--- src/rtl/debam_pkg.sv ---
// Shared types and default widths for the DeBAM product accumulator.
package debam_pkg;

   localparam int DEBAM_N     = 16;  // multiplier operand width
   localparam int DEBAM_ACC_W = 40;  // accumulator width
   localparam int DEBAM_CNT_W = 8;   // product-count width

   typedef enum logic {
      ACCUM = 1'b0,
      DONE  = 1'b1
   } debam_acc_state_t;

endpackage

--- src/rtl/debam_prod_stage.sv ---
// S1 capture register for multiplier products: one-entry buffer that
// holds its contents while S2 is not draining it.
module debam_prod_stage #(
   parameter int W = 32
) (
   input  logic         clk,
   input  logic         rst_n,
   input  logic         in_valid,
   output logic         in_ready,
   input  logic [W-1:0] in_product,
   input  logic         in_last,
   input  logic         drain,
   output logic         s1_valid,
   output logic [W-1:0] s1_prod,
   output logic         s1_last
);

   logic accept;

   // A slot frees up either because it is empty or because S2 takes it this cycle.
   assign in_ready = !s1_valid || drain;
   assign accept   = in_valid && in_ready;

   // Occupancy flag: capture wins over drain so back-to-back products stream.
   always_ff @(posedge clk or negedge rst_n) begin
      if (!rst_n)
         s1_valid <= 1'b0;
      else if (accept)
         s1_valid <= 1'b1;
      else if (drain)
         s1_valid <= 1'b0;
   end

   // Payload is only loaded on an accept, otherwise held.
   always_ff @(posedge clk or negedge rst_n) begin
      if (!rst_n) begin
         s1_prod <= '0;
         s1_last <= 1'b0;
      end else if (accept) begin
         s1_prod <= in_product;
         s1_last <= in_last;
      end
   end

endmodule

--- src/rtl/debam_accumulator.sv ---
// Group accumulator behind the DeBAM multiplier. Products are registered in
// S1, summed in S2 until a 'last' marker, then the group sum / count /
// overflow flag are held on a valid/ready output.
// Build option: DEBAM_ACC_SATURATE_EN -- saturate the sum on carry-out
// instead of wrapping.
module debam_accumulator
   import debam_pkg::*;
#(
   parameter int N     = DEBAM_N,
   parameter int ACC_W = DEBAM_ACC_W,
   parameter int CNT_W = DEBAM_CNT_W
) (
   input  logic             clk,
   input  logic             rst_n,
   input  logic             in_valid,
   output logic             in_ready,
   input  logic [2*N-1:0]   in_product,
   input  logic             in_last,
   output logic             out_valid,
   input  logic             out_ready,
   output logic [ACC_W-1:0] out_acc,
   output logic [CNT_W-1:0] out_count,
   output logic             out_ovf
);

   generate
      if (ACC_W < 2*N) begin : g_bad_acc_w
         $error("debam_accumulator: ACC_W must be >= 2*N");
      end
   endgenerate

   debam_acc_state_t state, state_nxt;

   logic [ACC_W-1:0] acc, acc_nxt;
   logic [CNT_W-1:0] cnt, cnt_nxt;
   logic             ovf, ovf_nxt;

   logic             s1_valid;
   logic [2*N-1:0]   s1_prod;
   logic             s1_last;
   logic             drain;
   logic [ACC_W:0]   sum;
   logic             carry;

   // S1 only empties into S2 while collecting a group.
   assign drain = s1_valid && (state == ACCUM);

   debam_prod_stage #(
      .W (2*N)
   ) u_prod_stage (
      .clk        (clk),
      .rst_n      (rst_n),
      .in_valid   (in_valid),
      .in_ready   (in_ready),
      .in_product (in_product),
      .in_last    (in_last),
      .drain      (drain),
      .s1_valid   (s1_valid),
      .s1_prod    (s1_prod),
      .s1_last    (s1_last)
   );

   // One extra bit catches the carry-out of the ACC_W-bit add.
   assign sum   = {1'b0, acc} + (ACC_W+1)'(s1_prod);
   assign carry = sum[ACC_W];

   // State register.
   always_ff @(posedge clk or negedge rst_n) begin
      if (!rst_n)
         state <= ACCUM;
      else
         state <= state_nxt;
   end

   // Next-state, accumulator update and output handshake.
   always_comb begin
      state_nxt = state;
      acc_nxt   = acc;
      cnt_nxt   = cnt;
      ovf_nxt   = ovf;
      out_valid = 1'b0;
      case (state)
         ACCUM: begin
            if (s1_valid) begin
`ifdef DEBAM_ACC_SATURATE_EN
               // Once pinned at all-ones, any further add carries again (or adds 0).
               acc_nxt = (carry || ovf) ? '1 : sum[ACC_W-1:0];
`else
               acc_nxt = sum[ACC_W-1:0];
`endif
               cnt_nxt = (&cnt) ? cnt : cnt + CNT_W'(1);
               ovf_nxt = ovf | carry;
               if (s1_last)
                  state_nxt = DONE;
            end
         end
         DONE: begin
            out_valid = 1'b1;
            if (out_ready) begin
               acc_nxt   = '0;
               cnt_nxt   = '0;
               ovf_nxt   = 1'b0;
               state_nxt = ACCUM;
            end
         end
         default: state_nxt = ACCUM;
      endcase
   end

   // Accumulator registers; frozen through DONE until the result is taken.
   always_ff @(posedge clk or negedge rst_n) begin
      if (!rst_n) begin
         acc <= '0;
         cnt <= '0;
         ovf <= 1'b0;
      end else begin
         acc <= acc_nxt;
         cnt <= cnt_nxt;
         ovf <= ovf_nxt;
      end
   end

   assign out_acc   = acc;
   assign out_count = cnt;
   assign out_ovf   = ovf;

endmodule
--- config.mk ---
export PLATFORM = sky130hd
export DESIGN_NAME = debam_accumulator
export DESIGN_NICKNAME = d
export VERILOG_FILES = /design/src/rtl/debam_pkg.sv /design/src/rtl/debam_prod_stage.sv /design/src/rtl/debam_accumulator.sv
export SDC_FILE = /design/constraint.sdc
export NUM_CORES = 1
export LEC_CHECK = 0
export CORE_AREA = 3 3 101 103
export CTS_BUF_LIST = sky130_fd_sc_hd__clkbuf_8
export CTS_CLUSTER_SIZE = 20
export DETAILED_ROUTE_END_ITERATION = 10
export DIE_AREA = 0 0 104 106
export HOLD_SLACK_MARGIN = 0.02
export PLACE_DENSITY = 0.78
export REMOVE_ABC_BUFFERS = 1
export SYNTH_ARGS = -nofsm -noshare
export SYNTH_HDL_FRONTEND = slang
export SYNTH_SLANG_ARGS = --single-unit
--- constraint.sdc ---
create_clock -name clk -period 4 [get_ports clk]
set_clock_uncertainty 0.2 [all_clocks]
set_input_delay 0.6 -clock clk [delete_from_list [all_inputs] [get_ports clk]]
set_output_delay 0.6 -clock clk [all_outputs]
set_load 0.02 [all_outputs]
==> results.md, run 1 <==
- Status: finished clean
- Deepest clock path buffer count: 2
- Placer Congestion: 0.912
- Setup TNS: 0 ns
- Core ar.: 0.00928 mm^2
- Cell Rows: 35
- Worst skew pair latency: 0.36 ns
- Max Freq: about 0.30 GHz
- Starting Density: 52.2%
- P_int: 2.87 mW
- Crit path kind: flip-flop to flip-flop
- DRC Markers: 0
- Mapped Area: ~0.0048 mm^2
- Nets: 635
- CP max-delay cell: dfrtp_1
- Sequential cell area fraction in the yosys report: ~43%
- Crit share post-route: between 80% and 90%
- Flops & latches, synth: 84
- FF-to-FF path depth: 10
- Max rail drop VDD: around 500 uV
- DP HPWL: about 7.9 mm
- Combinational power share: around 61%
- Max Cap Viol: 0
- Worst r2r src: out_acc[0]
- Setup WS post-layout: ~0.65 ns
- Critical Path End Type: flip-flop
- CTS tree: done
- Reg clk slew, reported paths: roughly 0.1 ns
- PortBufs: slightly below 90
- Total Wirelength: about 11 mm
- DR vias: around 3,900
- H-Tree Depth: 3
- Slew HR: between 20% and 30%
- Startpoint types: flip-flop
- Crit path buffers/inverters: 0
- Initial antenna violation count: 0
- Power Density: ~860 mW/mm^2
- Remaining antenna violation count: 0
- Slew Limit Fails: 0
- Post-Place Worst Slack: between 0.7 and 0.8 ns
- RSZ-0062 raised after global routing: false
- Top FF cell, synth: dfrtp_1
- HP Class: input port to async pin
- Overall routing resource usage: roughly a fifth
- Static Leakage: 2.70 nW
- Synth warnings: 0
- Overflow after GRT: 0
- Vias in the first global route: ~4,000
- Cell variety after synth: 47
- Most common cell after layout, fill and taps aside: clkdlybuf4s50_1
- Reg2reg setup slack: roughly 0.65 ns
- Reg-to-Reg End: out_acc[28]
- Drt pass-1 iters: 4
- Number of flops mapped to enable cells by yosys: 0
- Clk pwr share: 12.2%
- Synthesis-to-layout area growth: 24.9%
- Drt first-iter violations: between 150 and 200
- Seq pwr share: 27.1%
- N_diodes: 0
- Delay-heaviest family, CP: compound AO/OA/AOI/OAI gates
- WL per Instance: 15.9 um
- Layout cell share with drive strength beyond 1: 10.7%
- Switching power: around 2.3 mW
- Die H: about 110 um
- Worst Path Required: approximately 4.1 ns
- Arrival time at the worst endpoint: approximately 3.4 ns
- # Post-CTS Setup Buffers: 0
- Final min period: about 3.3 ns
- Switch share: ~45%
- Final setup viols: 0
- Crit-path max FO: 5
- Final Hold Viols: 0
- Drt via density: around 5.6
- Max stage delay on crit path: between 0.4 and 0.5 ns
- Post_cts resized: 0
- # IOs: 88
- Cts bufs inserted: 9
- Root Buffer: clkbuf_8
- Largest net degree at the start of global routing: 85
- First-pass GRT wire length: 19.1 mm
- Commonest cells after routing, fill and taps aside: 86 x clkdlybuf4s50_1, 84 x dfrtp_1, 67 x nand2_1
- Syn avg cell area: between 10 and 15 um^2
- # clock sinks: 84
- Slew @ Worst Pin: 1.05 ns
- Die width: 104 um
- Cts-stage hold buffer count: 0
- FFs w/ async S/R, synth: 100%
- Post-Syn Instances: ~480
- Crit path cell chain: ha_1 > fa_1 > a21oi_1 > o211ai_1 > a221oi_4 > a21oi_2 > o311ai_4 > a211oi_1 > or3_1 > a32o_1
- Die Area: approximately 0.011 mm^2
## cell type report
class,instances,area [um^2]
clock buffers,9,124
clock inverters,7,81.3
fillers,761,3240
inverters,3,11.3
multi-input cells,375,2670
flip-flops and latches,84,2100
well taps,129,161
repair buffers,91,898
## sequential cells by signal, indices dropped and copies added (netlist names)
| register | flops |
|---|---|
| out_acc | 40 |
| out_count | 8 |
| out_ovf | 1 |
| state | 1 |
| u_prod_stage.s1_last | 1 |
| u_prod_stage.s1_prod | 32 |
| u_prod_stage.s1_valid | 1 |
## metal layers
layer	track usage [%]	wire [um]
met5	0	0
met4	6.36	198
met3	6.50	636
met2	34.5	5300
met1	26.1	4950
## through the flow
stage / instance area [um^2] / total power [mW] / hold WS [ns] / utilization, % / instances
4_1_cts: 6050 / 5.24 / 0.255 / 65.1 / 698
3_5_place_dp: 5840 / 4.56 / 0.275 / 62.9 / 682
2_1_floorplan: 4780 / 3.60 / 0.104 / - / 462
5_1_grt: 6050 / 5.65 / 0.312 / 65.1 / 698
3_3_place_gp: 5840 / 4.47 / 0.257 / 62.9 / 682
6_report: 6050 / 5.22 / 0.188 / 65.1 / 698
## power by group through the flow
stage	logic, mW	registers, mW	clock network (mW)
after floorplan	2.00	1.60	0
after global placement	3.06	1.42	0
after detailed placement	3.13	1.43	0
after CTS	3.17	1.42	0.652
after global routing	3.51	1.46	0.686
final	3.17	1.41	0.635
## worst register-to-register path, stage by stage, from the launching register on
cell,delay [ns]
dfrtp_1,0.41
ha_1,0.24
fa_1,0.41
a21oi_1,0.23
o211ai_1,0.17
a221oi_4,0.37
a21oi_2,0.13
o311ai_4,0.36
a211oi_1,0.14
or3_1,0.33
a32o_1,0.24
## worst max-delay path by stage
stage / startpoint / to / slack, ns / cells after the start
finish: out_acc[0] / out_acc[28] / 0.65 / 10
global route: out_acc[0] / out_acc[28] / 0.45 / 10
CTS: out_acc[0] / out_acc[28] / 0.66 / 10
detailed placement: out_acc[0] / out_acc[28] / 0.72 / 10
global placement: out_acc[0] / out_acc[28] / 0.77 / 10
floorplan: out_acc[0] / out_acc[28] / 0.83 / 10
## cells in the mapped netlist, types with 7 or more instances
library cell,number,area (um^2)
ha_1,33,413
dfrtp_1,84,2100
xor2_1,19,166
xnor2_1,11,96.3
mux2i_1,9,90.1
clkbuf_1,17,63.8
nor2_1,18,67.6
a21o_1,16,120
a211oi_1,7,52.6
mux2_2,33,372
nand2_1,67,251
nand4_1,7,43.8
o21ai_0,51,255
a21oi_1,28,140
## logic make-up after synthesis
| logic type | Yosys count | synth area share (%) |
|---|---|---|
| muxes | 42 | 9.53 |
| adders and majority gates | 34 | 8.94 |
| xor gates and xnor gates | 30 | 5.42 |
| AOI/OAI and AO/OA | 141 | 19.1 |
| buffers and inverters | 20 | 1.55 |
| DFF | 84 | 43.4 |
| and+or+nand+nor | 128 | 12.0 |
Note: power is estimated with default switching activity, not from simulation.
==> inputs of run 2 (changes only) <==
Clock period 4 ns to 3.2 ns, I/O delays scaled along.
==> results.md, run 2 (synthesis results as in run 1) <==
- Routing layer with the top usage in global route: met2
- Deepest clock path buffer count: 2 (unchanged)
- # clock sinks: 84 (unchanged)
- Cell count after placement: 685 (+0.44%)
- Static Leakage: 2.72 nW (+0.72%)
- Design Area, Final: 0.00611 mm^2 (+0.97%)
- N_diodes: 0 (unchanged)
- Arrival time at the worst endpoint: 3.12 ns (-0.28 ns)
- H-Tree Depth: 3 (unchanged)
- Overall routing resource usage: 21.2% (+0.43 points)
- Met2 usage: 35.5% (+0.97 points)
- Worst skew pair latency: 0.36 ns (about the same)
- Cts-stage hold buffer count: 0 (unchanged)
- Max FFs per register: 40 (unchanged)
- Cell Rows: 35 (unchanged)
- Worst Path Required: 3.25 ns (-0.80 ns)
- Startpoint types: flip-flop
- Status: finished clean
- Drt pass-1 iters: 4 (unchanged)
- Drt first-iter violations: 139 (-17%)
- RSZ-0062 raised after global routing: true
- Starting Density: 52.2% (unchanged)
- Placer Congestion: 0.907 (-0.56%)
- Layout cell share with drive strength beyond 1: 12.6% (+1.9 points)
- Crit path top cell by count: a21oi_2
- Global-route met1 utilization: 27.7% (+1.5 points)
- Slew Limit Fails: 0 (unchanged)
- Cts bufs inserted: 9 (unchanged)
- Most common cell after layout, fill and taps aside: clkdlybuf4s50_1
- DRC Markers: 0 (unchanged)
- Max Freq: 0.326 GHz (+9.1%)
- WL per Instance: 16.0 um (+1.0%)
- HP Class: input port to async pin
- CP max-delay cell: dfrtp_1
- Met3 GRT Util: 5.22% (-1.3 points)
- Final setup viols: 0 (unchanged)
- Overflow after GRT: 0 (unchanged)
- Nets: 639 (+0.63%)
- FF-to-FF path depth: 10 (unchanged)
- Slew @ Worst Pin: 1.05 ns (+0.000996 ns)
- Vias in the first global route: 4,004 (-0.10%)
- Setup TNS: 0 ns (unchanged)
- Slew HR: 29.8% (-0.066 points)
- Max Cap Viol: 0 (unchanged)
- Worst hold slack: 0.0966 ns (-0.0912 ns)
- # IOs: 88 (unchanged)
- First-pass GRT wire length: 19.4 mm (+1.5%)
- Final Hold Viols: 0 (unchanged)
- Die Area: 0.0110 mm^2 (unchanged)
- Critical Path End Type: flip-flop
- Final min period: 3.07 ns (-0.279 ns)
- Die width: 104 um (unchanged)
- Initial antenna violation count: 0 (unchanged)
- Largest net degree at the start of global routing: 85 (unchanged)
- CTS tree: done
- Commonest cells after routing, fill and taps aside: 86 x clkdlybuf4s50_1, 84 x dfrtp_1, 67 x nand2_1
- Final std cells w/o fill: 701 (+0.43%)
- DR vias: 3,962 (+0.53%)
- Total Wirelength: 11.3 mm (+1.5%)
- Remaining antenna violation count: 0 (unchanged)
- Crit-path max FO: 3 (-2)
- Max stage delay on crit path: 0.39 ns (-0.02 ns)
- Placed Area: 0.00586 mm^2 (+0.39%)
- Reg clk slew, reported paths: 0.09 ns (about the same)
- Crit path kind: flip-flop to flip-flop
- Drt via density: 5.65 (+0.10%)
- Core ar.: 0.00928 mm^2 (unchanged)
- Crit share post-route: 96.0% (+12 points)
- DP HPWL: 8.03 mm (+1.5%)
- Root Buffer: clkbuf_8
- Crit path cell chain: ha_1 > fa_2 > a21oi_2 > o211ai_1 > a221oi_4 > a21oi_2 > o311ai_4 > a211oi_2 > or3_1 > a32o_1
- PortBufs: 87 (unchanged)
- Synthesis-to-layout area growth: 26.1%
- Final core area utilization: 65.8% (+0.63 points)
- Power Density: 1080 mW/mm^2 (+25%)
- Die H: 106 um (unchanged)
- Max rail drop VDD: 549 uV (+10%)
==> run 2: cell types whose count changed in the layout (fill, tap and decap cells not counted), moves of 2 or more <==
| cell | delta |
|---|---|
| inv_6 | -2 |
| o21ai_0 | -3 |
| clkinv_4 | -2 |
| a211oi_1 | -2 |
| o21ai_1 | +3 |
| buf_4 | +4 |
| a211oi_2 | +2 |
| clkinvlp_4 | +2 |
| a21oi_1 | -2 |
| a21oi_2 | +2 |
==> run 2: cell type report <==
type	count	area, um^2
Clock buffer	10	138
Inverter	3	11.3
Sequential cell	84	2100
Tap cell	129	161
Timing Repair Buffer	95	928
Multi-Input combinational cell	375	2710
Clock inverter	5	53.8
Fill cell	766	3180
==> run 2: worst max-delay path, delay by kind of cell (launching register included) <==
kind            cells  cell delay [ns]
compound gates      7             1.42
fa+ha+maj           2             0.62
flops               1             0.39
simple gates        1             0.33
==> run 2: routing by layer <==
layer	share of wire (%)	wire length, um
met1	44	4980
met2	48	5440
met3	5.8	650
met4	1.6	177
met5	0	0
==> run 2: path summary, 6_finish.rpt <==
check                           start                  endpoint  slack (ns)
setup / recovery           out_acc[0]               out_acc[28]        0.13
max in group asynchronous       rst_n  u_prod_stage.s1_prod[27]        2.01
setup reg to reg           out_acc[0]               out_acc[28]        0.13
min in group clk              out_ovf                   out_ovf        0.29
hold reg to reg               out_ovf                   out_ovf        0.29
hold / removal                  rst_n               out_acc[15]         0.1
==> run 2: power breakdown <==
group / leakage, nW / switching, mW / internal (mW)
logic: 1.59 / 2.26 / 1.82
registers: 1.04 / 0.311 / 1.45
clock network: 0.0956 / 0.384 / 0.374
total: 2.72 / 2.96 / 3.65
==> run 2: timing repair <==
action | 4_1_cts | 5_1_grt
gates resized for setup | 2 | 10
hold endpoints to repair | 0 | 0
pin swaps | 0 | 4
buffers inserted | 0 | 1
endpoints found under the setup margin | 2 | 10
==> run 2: per-stage QoR <==
| stage | setup WS (ns) | total power [mW] |
|---|---|---|
| final | 0.130 | 6.61 |
| after global placement | 0.0945 | 5.64 |
| after floorplan | 0.0298 | 4.50 |
| after CTS | 0.0100 | 6.57 |
| after global routing | -0.0302 | 7.17 |
| after detailed placement | 0.0296 | 5.76 |
